--- config.mk ---
export PLATFORM = sky130hd
export DESIGN_NAME = dequeue_agent_v0_1
export DESIGN_NICKNAME = d
export VERILOG_FILES = /design/src/rtl/dequeue_agent_v0_1_pkg.sv /design/src/rtl/dequeue_agent_v0_1_port_fsm.sv /design/src/rtl/dequeue_agent_v0_1.sv
export SDC_FILE = /design/constraint.sdc
export NUM_CORES = 1
export LEC_CHECK = 0
export ABC_AREA = 1
export CAP_MARGIN = 15
export CORE_UTILIZATION = 48
export DETAILED_ROUTE_END_ITERATION = 10
export PLACE_DENSITY = 0.79
export SLEW_MARGIN = 30
export SYNTH_ARGS = -nofsm -noshare
export SYNTH_HDL_FRONTEND = slang
export SYNTH_HIERARCHICAL = 1
export SYNTH_SLANG_ARGS = --single-unit
--- constraint.sdc ---
create_clock -name axis_aclk -period 1.4 [get_ports axis_aclk]
set_clock_uncertainty 0.2 [all_clocks]
set_input_delay 0.28 -clock axis_aclk [delete_from_list [all_inputs] [get_ports axis_aclk]]
set_output_delay 0.28 -clock axis_aclk [all_outputs]
set_load 0.02 [all_outputs]
--- src/rtl/dequeue_agent_v0_1_pkg.sv ---
// rtl/dequeue_agent_v0_1_pkg.sv - shared state encoding and sizing for the dequeue agent
package dequeue_agent_v0_1_pkg;

    typedef enum logic [1:0] {
        ST_IDLE = 2'd0,
        ST_POP  = 2'd1,
        ST_WAIT = 2'd2,
        ST_READ = 2'd3
    } deq_state_e;

    localparam int DEQ_NUM_PORTS = 5;
    localparam int DEQ_CNT_W     = 32;

endpackage

--- src/rtl/dequeue_agent_v0_1_port_fsm.sv ---
// rtl/dequeue_agent_v0_1_port_fsm.sv - one port's pop/wait/read sequencer (module dequeue_port_fsm)
// Optional per-port packet counter built when DEQ_PKT_COUNT_EN is defined.
module dequeue_port_fsm
    import dequeue_agent_v0_1_pkg::*;
#(
    parameter int PIFO_RD_LAT = 1
) (
    input  logic                 i_clk,
    input  logic                 i_resetn,
    input  logic                 i_pifo_empty,
    input  logic                 i_buffer_empty,
    input  logic                 i_buffer_last,
    input  logic                 i_port_ready,
    output logic                 o_pifo_out_en,
    output logic                 o_buffer_rd_en,
    output logic [DEQ_CNT_W-1:0] o_pkt_count
);

    // Loaded in POP so WAIT spans exactly PIFO_RD_LAT cycles (counter hits 0 on the last one).
    localparam logic [2:0] LAT_LOAD = (PIFO_RD_LAT > 0) ? 3'(PIFO_RD_LAT - 1) : 3'd0;

    deq_state_e r_state;
    deq_state_e w_next;
    logic [2:0] r_wait_cnt;
    logic       w_rd_en;

    always_ff @(posedge i_clk) begin
        if (!i_resetn) begin
            r_state    <= ST_IDLE;
            r_wait_cnt <= 3'd0;
        end else begin
            r_state <= w_next;
            if (r_state == ST_POP) begin
                r_wait_cnt <= LAT_LOAD;
            end else if (r_state == ST_WAIT && r_wait_cnt != 3'd0) begin
                r_wait_cnt <= r_wait_cnt - 3'd1;
            end
        end
    end

    always_comb begin
        w_next  = r_state;
        w_rd_en = 1'b0;
        case (r_state)
            ST_IDLE: if (!i_pifo_empty && i_port_ready) w_next = ST_POP;
            ST_POP:  w_next = (PIFO_RD_LAT > 0) ? ST_WAIT : ST_READ;
            ST_WAIT: if (r_wait_cnt == 3'd0) w_next = ST_READ;
            ST_READ: begin
                w_rd_en = i_port_ready && !i_buffer_empty;
                if (w_rd_en && i_buffer_last) w_next = ST_IDLE;
            end
            default: w_next = ST_IDLE;
        endcase
    end

    assign o_pifo_out_en  = (r_state == ST_POP);
    assign o_buffer_rd_en = w_rd_en;

`ifdef DEQ_PKT_COUNT_EN
    logic                 w_pkt_done;
    logic [DEQ_CNT_W-1:0] r_pkt_count;

    assign w_pkt_done = (r_state == ST_READ) && w_rd_en && i_buffer_last;

    always_ff @(posedge i_clk) begin
        if (!i_resetn) begin
            r_pkt_count <= '0;
        end else if (w_pkt_done) begin
            r_pkt_count <= r_pkt_count + 1'b1;
        end
    end

    assign o_pkt_count = r_pkt_count;
`else
    assign o_pkt_count = '0;
`endif

endmodule

--- src/rtl/dequeue_agent_v0_1.sv ---
// rtl/dequeue_agent_v0_1.sv - per-port dequeue agent top with optional packet counters
// Counter read path built when DEQ_PKT_COUNT_EN is defined; otherwise CPU outputs are tied to 0.
module dequeue_agent_v0_1
    import dequeue_agent_v0_1_pkg::*;
#(
    parameter int NUM_PORTS   = DEQ_NUM_PORTS,
    parameter int PIFO_RD_LAT = 1
) (
    input  logic                 axis_aclk,
    input  logic                 axis_resetn,
    input  logic [NUM_PORTS-1:0] s_axis_pifo_empty,
    input  logic [NUM_PORTS-1:0] s_axis_buffer_empty,
    input  logic [NUM_PORTS-1:0] s_axis_buffer_last,
    input  logic [NUM_PORTS-1:0] m_axis_port_ready,
    output logic [NUM_PORTS-1:0] m_axis_ctl_pifo_out_en,
    output logic [NUM_PORTS-1:0] m_axis_ctl_buffer_rd_en,
    output logic                 m_axis_valid,
    input  logic [2:0]           s_axi_addr,
    input  logic                 s_axi_req_valid,
    output logic [31:0]          m_axi_data,
    output logic                 m_axi_resp_valid
);

    logic [NUM_PORTS-1:0]                w_pop;
    logic [NUM_PORTS-1:0]                w_rd_en;
    logic [NUM_PORTS-1:0][DEQ_CNT_W-1:0] w_cnt;

    for (genvar gi = 0; gi < NUM_PORTS; gi++) begin : g_port
        dequeue_port_fsm #(
            .PIFO_RD_LAT(PIFO_RD_LAT)
        ) u_port (
            .i_clk         (axis_aclk),
            .i_resetn      (axis_resetn),
            .i_pifo_empty  (s_axis_pifo_empty[gi]),
            .i_buffer_empty(s_axis_buffer_empty[gi]),
            .i_buffer_last (s_axis_buffer_last[gi]),
            .i_port_ready  (m_axis_port_ready[gi]),
            .o_pifo_out_en (w_pop[gi]),
            .o_buffer_rd_en(w_rd_en[gi]),
            .o_pkt_count   (w_cnt[gi])
        );
    end

    // Outputs are forced low while reset is held, not only after the reset edge.
    assign m_axis_ctl_pifo_out_en  = w_pop & {NUM_PORTS{axis_resetn}};
    assign m_axis_ctl_buffer_rd_en = w_rd_en & {NUM_PORTS{axis_resetn}};
    assign m_axis_valid            = |m_axis_ctl_buffer_rd_en;

`ifdef DEQ_PKT_COUNT_EN
    logic [31:0] w_sel_data;
    logic [31:0] r_axi_data;
    logic        r_resp_valid;

    always_comb begin
        w_sel_data = '0;
        for (int i = 0; i < NUM_PORTS; i++) begin
            if (int'(s_axi_addr) == i) w_sel_data = w_cnt[i];
        end
    end

    always_ff @(posedge axis_aclk) begin
        if (!axis_resetn) begin
            r_axi_data   <= '0;
            r_resp_valid <= 1'b0;
        end else begin
            r_axi_data   <= s_axi_req_valid ? w_sel_data : '0;
            r_resp_valid <= s_axi_req_valid;
        end
    end

    assign m_axi_data       = r_axi_data & {32{axis_resetn}};
    assign m_axi_resp_valid = r_resp_valid & axis_resetn;
`else
    logic w_unused_cpu;
    assign w_unused_cpu     = ^{w_cnt, s_axi_addr, s_axi_req_valid};
    assign m_axi_data       = '0;
    assign m_axi_resp_valid = 1'b0;
`endif

endmodule

==> reports/metrics.yaml, run 1 <==
global_routing:
  met3_usage_pct: 3.36
  grt_usage_pct: 27.7
  grt_pass1_wl_um: 10600
  groute.layer.met1.usage_pct: 30.0
  grt_max_degree: 16
  grt_overflow: 0
  use_met2_pct: 53.0
  first_global_vias: 2295
  grt_antenna_before_repair: 0
  top_usage_layer: "met2"
worst_setup_path:
  crit_path_top_delay_cell: "dfxtp_2"
  cp.required_ns: 0.92
  path_buf_inv: 2
  path_cells: "ha_4, and3_4, nand2_4, inv_4, nor2_4, nand2_2, buf_6"
  crit_path_max_fanout: 2
  cp-end-kind: "primary output"
  cp-start-kind: "flop"
  critical-path-top-delay-family: "flip-flops"
  critPathArrivalTime_ns: 1.39
  critPathKind: "flop to primary output"
  cpPeakStageDelay_ns: 0.40
die:
  core_mm2: 0.00435
  num_rows: 24
  start_util_pct: 49.7
  die_y_um: 69.1
  dieArea_mm2: 0.00478
  ioPinCount: 70
  fp.dieW_um: 69.1
placed_design:
  hpwl_um: 3340
  dp_slack_ns: -0.875
  gp_congestion: 0.785
  io_buffers: 32
  postPlaceCellArea_mm2: 0.00293
layout:
  final_area_mm2: 0.00378
  fillers: 195
  n_antenna_cell: 0
  finalCoreUtilization_pct: 86.8
  nets: 477
  area_delta_synth_final_pct: 74.7
  layout-drive-gt1-share_pct: 60.2
min_path:
  hold_class: "flop to flop"
sta:
  whs_ns: 0.281
  final.setup.worst_slack_ns: -0.472
  clock.fmax_mhz: 534
  period_minus_slack_ns: 1.87
  setup_viol: 36
  drv_slew: 0
  hold_viol: 0
  grt_setup_unrepaired: "true"
  period_share_pct: 134
status:
  status: "finished, violations left"
  violations: "setup timing"
detailed_routing:
  wl_um: 8480
  drcViolationCount: 0
  ant_nets: 0
  vias_per_cell: 5.19
  drtIter0Drc: 161
  drt-wirelength-per-cell_um: 18.2
  drt_first_pass_iters: 4
  vias: 2426
synthesis:
  yosysWarningCount: 6
  syn-cell-area_mm2: 0.00216
  netlist_instances: 309
  synth_area_per_cell_um2: 7.00
clocking:
  cts_hold_buf: 0
  cts.sinks: 25
  clock-root-buffer: "clkbuf_8"
  path_clk_slew_ns: 0.10
  h-tree-depth: 1
  clkLatencyLatePin_ns: 0.29
  max-clock-path-buffers: 2
  cts_buffers: 3
  cts_tree: "yes"
power_and_ir_drop:
  ir_drop_v: 0.00154
  power_density_mw_per_mm2: 1350
  p_leak_nw: 1.78
run:
  maxCapViolations: 0
worst paths after layout:
path                             startpoint                        endpoint  slack (ns)  cells after the start
min reg2reg  g_port[3].u_port/r_wait_cnt[0]  g_port[3].u_port/r_wait_cnt[0]        0.28                      2
min          g_port[3].u_port/r_wait_cnt[0]  g_port[3].u_port/r_wait_cnt[0]        0.28                      2
max reg2reg     g_port[2].u_port/r_state[1]     g_port[2].u_port/r_state[0]       -0.31                     10
max             g_port[2].u_port/r_state[1]                    m_axis_valid       -0.47                      7
final cells by class:
type	instances	area (um^2)	share of cell area, %
Clock inverter	1	7.51	0.199
Multi-Input combinational cell	212	1840	48.7
Timing Repair Buffer	104	998	26.4
Tap cell	52	65.1	1.72
Clock buffer	3	41.3	1.09
Inverter	70	295	7.82
Sequential cell	25	532	14.1
worst min-delay path, stage by stage (launching register included):
cell	delay (ns)
dfxtp_2	0.35
nand2_2	0.07
a21oi_2	0.04
layer usage:
metal / share of wire [%] / vias to the layer above
li1: - / 1082
met1: 37 / 1156
met2: 52 / 148
met3: 5.8 / 40
met4: 5.5 / 0
met5: 0 / -
layout by cell type (no fill, tap or decap), drive strengths merged:
| cell type | n |
|---|---|
| a211oi | 10 |
| a21oi | 10 |
| and3 | 5 |
| buf | 82 |
| bufbuf | 1 |
| clkbuf | 3 |
| clkdlybuf4s50 | 15 |
| clkinvlp | 1 |
| conb | 33 |
| dfxtp | 25 |
| dlygate4sd2 | 4 |
| dlymetal6s2s | 2 |
| ha | 35 |
| inv | 70 |
| nand2 | 57 |
| nand3 | 15 |
| nor2 | 47 |
power breakdown:
part	total, mW	switching (mW)	internal, mW
Combinational	3.58	1.97	1.61
Sequential	1.04	0.164	0.877
Clock	0.489	0.285	0.204
Total	5.11	2.42	2.69
sequential cells by signal, summed over array words and instances (netlist names):
name and flops:
g_port.u_port/r_wait_cnt 15, g_port.u_port/r_state 10
per-stage QoR:
stage / power, mW / setup TNS [ns] / cells
2_1_floorplan: 2.43 / -0.0241 / 341
3_3_place_gp: 3.14 / -13.18 / 433
3_5_place_dp: 3.22 / -13.88 / 433
4_1_cts: 4.47 / -5.74 / 458
5_1_grt: 5.37 / -10.22 / 467
6_report: 5.11 / -8.77 / 467
timing repair:
action / CTS / global route
pin swaps: 51 / 28
setup endpoints to repair: 36 / 36
setup buffers: 21 / 18
gates cloned: 1 / 0
gates resized for setup: 183 / 60
(Power assumes the default switching activity.)
==> inputs of run 2 (changes only) <==
Settings changed: SETUP_SLACK_MARGIN from default to 0.15, TNS_END_PERCENT from default to 30.
==> run 2 against run 1 <==
  * The run still ends with setup timing left
  * Worst setup slack better by 0.034 ns
  * Register-to-register slack better by 0.04 ns
  * Critical endpoint unchanged
  * Fmax up 1.8%
  * Critical path depth unchanged
  * Combinational power down 13%
  * Largest power group unchanged
  * First-iteration DRC count down 56%
  * Power down 9.4%
  * Highest routed layer unchanged
  * Routed wire length down 33%
  * Flip-flop and latch count unchanged
==> reports/metrics.yaml, run 2 (same netlist as run 1, synthesis figures left out) <==
status:
  status: "finished, violations left"
  violations: "setup timing"
worst_setup_path:
  critPathKind: "flop to primary output"
  r2r_setup_slack_ns: -0.27
  regToRegEndpoint: "g_port[0].u_port/r_state[1]"
  cp-end-kind: "primary output"
  r2r_cells: 11
  critPathArrivalTime_ns: 1.36
  r2r-start: "g_port[0].u_port/r_state[1]"
  cp-start-kind: "flop"
  cpPeakStageDelay_ns: 0.35
  crit_path_top_delay_cell: "dfxtp_2"
  path_cells: "ha_4, and3_4, nand2_4, nand2_2, nor2_4, nand2_2, buf_6"
  crit_top_cell: "nand2_2"
  crit_path_max_fanout: 2
  cp.required_ns: 0.92
detailed_routing:
  wl_um: 5710
  drtIter0Drc: 71
  vias: 2104
  drt-wirelength-per-cell_um: 12.5
  ant_nets: 0
  wl_met3_um: 156
  drt_first_pass_iters: 4
  vias_per_cell: 4.60
  drcViolationCount: 0
  wl_met2_um: 3320
  met1_length_um: 2100
  top_layer: "met4"
placed_design:
  io_buffers: 32
  dp.cells: 431
  dp_slack_ns: -0.919
  gp_congestion: 0.778
  hpwl_um: 3560
  postPlaceCellArea_mm2: 0.00296
sta:
  hold_viol: 0
  period_share_pct: 131
  grt_setup_unrepaired: "true"
  period_minus_slack_ns: 1.84
  tns_ns: -7.73
  drv_slew: 0
  setup_viol: 36
  final.setup.worst_slack_ns: -0.438
  whs_ns: 0.277
  clock.fmax_mhz: 544
power_and_ir_drop:
  p_clk_share_pct: 9.8
  power_mw: 4.63
  p_leak_nw: 1.67
  sw_frac_of_total_pct: 43.4
  p_switching_mw: 2.01
  power.internal_mw: 2.62
  combPwrFrac_pct: 67.5
  pwr-share-seq_pct: 22.6
  power_density_mw_per_mm2: 1320
  ir_drop_v: 0.000928
global_routing:
  grt_max_degree: 14
  grt_overflow: 0
  grt_pass1_wl_um: 8260
  grt_usage_pct: 21.2
  grt_antenna_before_repair: 0
  first_global_vias: 2003
min_path:
  worstHoldEndpoint: "g_port[1].u_port/r_wait_cnt[0]"
  hp-start: "g_port[1].u_port/r_wait_cnt[0]"
  hold_path_depth: 2
  hold_class: "flop to flop"
layout:
  nets: 467
  layout-drive-gt1-share_pct: 53.1
  largest_register_ff_count: 15
  layout_common_cells: "buf_4, nand2_1, inv_1, conb_1, nor2_1"
  final_cells: 457
  area_delta_synth_final_pct: 62.4
  mostFrequentLayoutCell: "buf_4"
  finalCoreUtilization_pct: 80.7
  reg.largest.list: "g_port.u_port/r_wait_cnt: 15 flops, g_port.u_port/r_state: 10 flops"
  n_antenna_cell: 0
  top_register: "g_port.u_port/r_wait_cnt"
  final_area_mm2: 0.00351
die:
  core_mm2: 0.00435
  num_rows: 24
  die_y_um: 69.1
  dieArea_mm2: 0.00478
  fp.dieW_um: 69.1
  start_util_pct: 49.7
  ioPinCount: 70
clocking:
  cts_hold_buf: 0
  clock-root-buffer: "clkbuf_8"
  cts.sinks: 25
  clkLatencyLatePin_ns: 0.28
  h-tree-depth: 1
  cts_tree: "yes"
  path_clk_slew_ns: 0.09
  cts_buffers: 3
  max-clock-path-buffers: 2
run:
  maxCapViolations: 0
==> run 2: layer usage <==
layer  vias up  global-route usage, %
li1       1060                      -
met1       976                   21.4
met2        55                   42.2
met3        13                   2.19
met4         0                   10.4
met5         -                      0
==> run 2: worst max-delay path: cells and delay by family, from the launching register on <==
family,cells,cell delay (ns)
simple gates,5,0.45
flops,1,0.35
fa+ha+maj,1,0.15
buf+inv,1,0.13
==> run 2: repair_timing <==
item,CTS,global route
gates resized for setup,123,50
endpoints found under the setup margin,36,36
endpoints found under the hold margin,0,0
pin swaps,31,23
buffers inserted,10,12
==> run 2: power by group through the flow <==
stage                     Sequential [mW]  Clock [mW]  Combinational, mW
final                                1.05       0.454               3.13
after global routing                 1.06       0.490               3.43
after CTS                            1.01       0.463               2.63
after detailed placement             1.03           0               2.20
after global placement               1.02           0               2.12
after floorplan                      1.06           0               1.37
==> run 2: worst max-delay path by stage <==
stage | endpoint | slack [ns] | startpoint
finish | m_axis_valid | -0.44 | g_port[1].u_port/r_state[1]
detailed placement | m_axis_valid | -0.92 | axis_resetn
floorplan | m_axis_valid | -0.02 | g_port[1].u_port/r_state[1]
CTS | m_axis_valid | -0.41 | g_port[1].u_port/r_state[0]
global placement | m_axis_valid | -0.90 | axis_resetn
global route | m_axis_valid | -0.49 | g_port[1].u_port/r_state[0]
==> run 2: final cells by class <==
cell class	instances	area (um^2)
Tap cell	52	65.1
Clock buffer	4	45.0
Timing Repair Buffer	94	853
Fill cell	263	842
Inverter	70	285
Sequential cell	25	536
Multi-Input combinational cell	212	1730
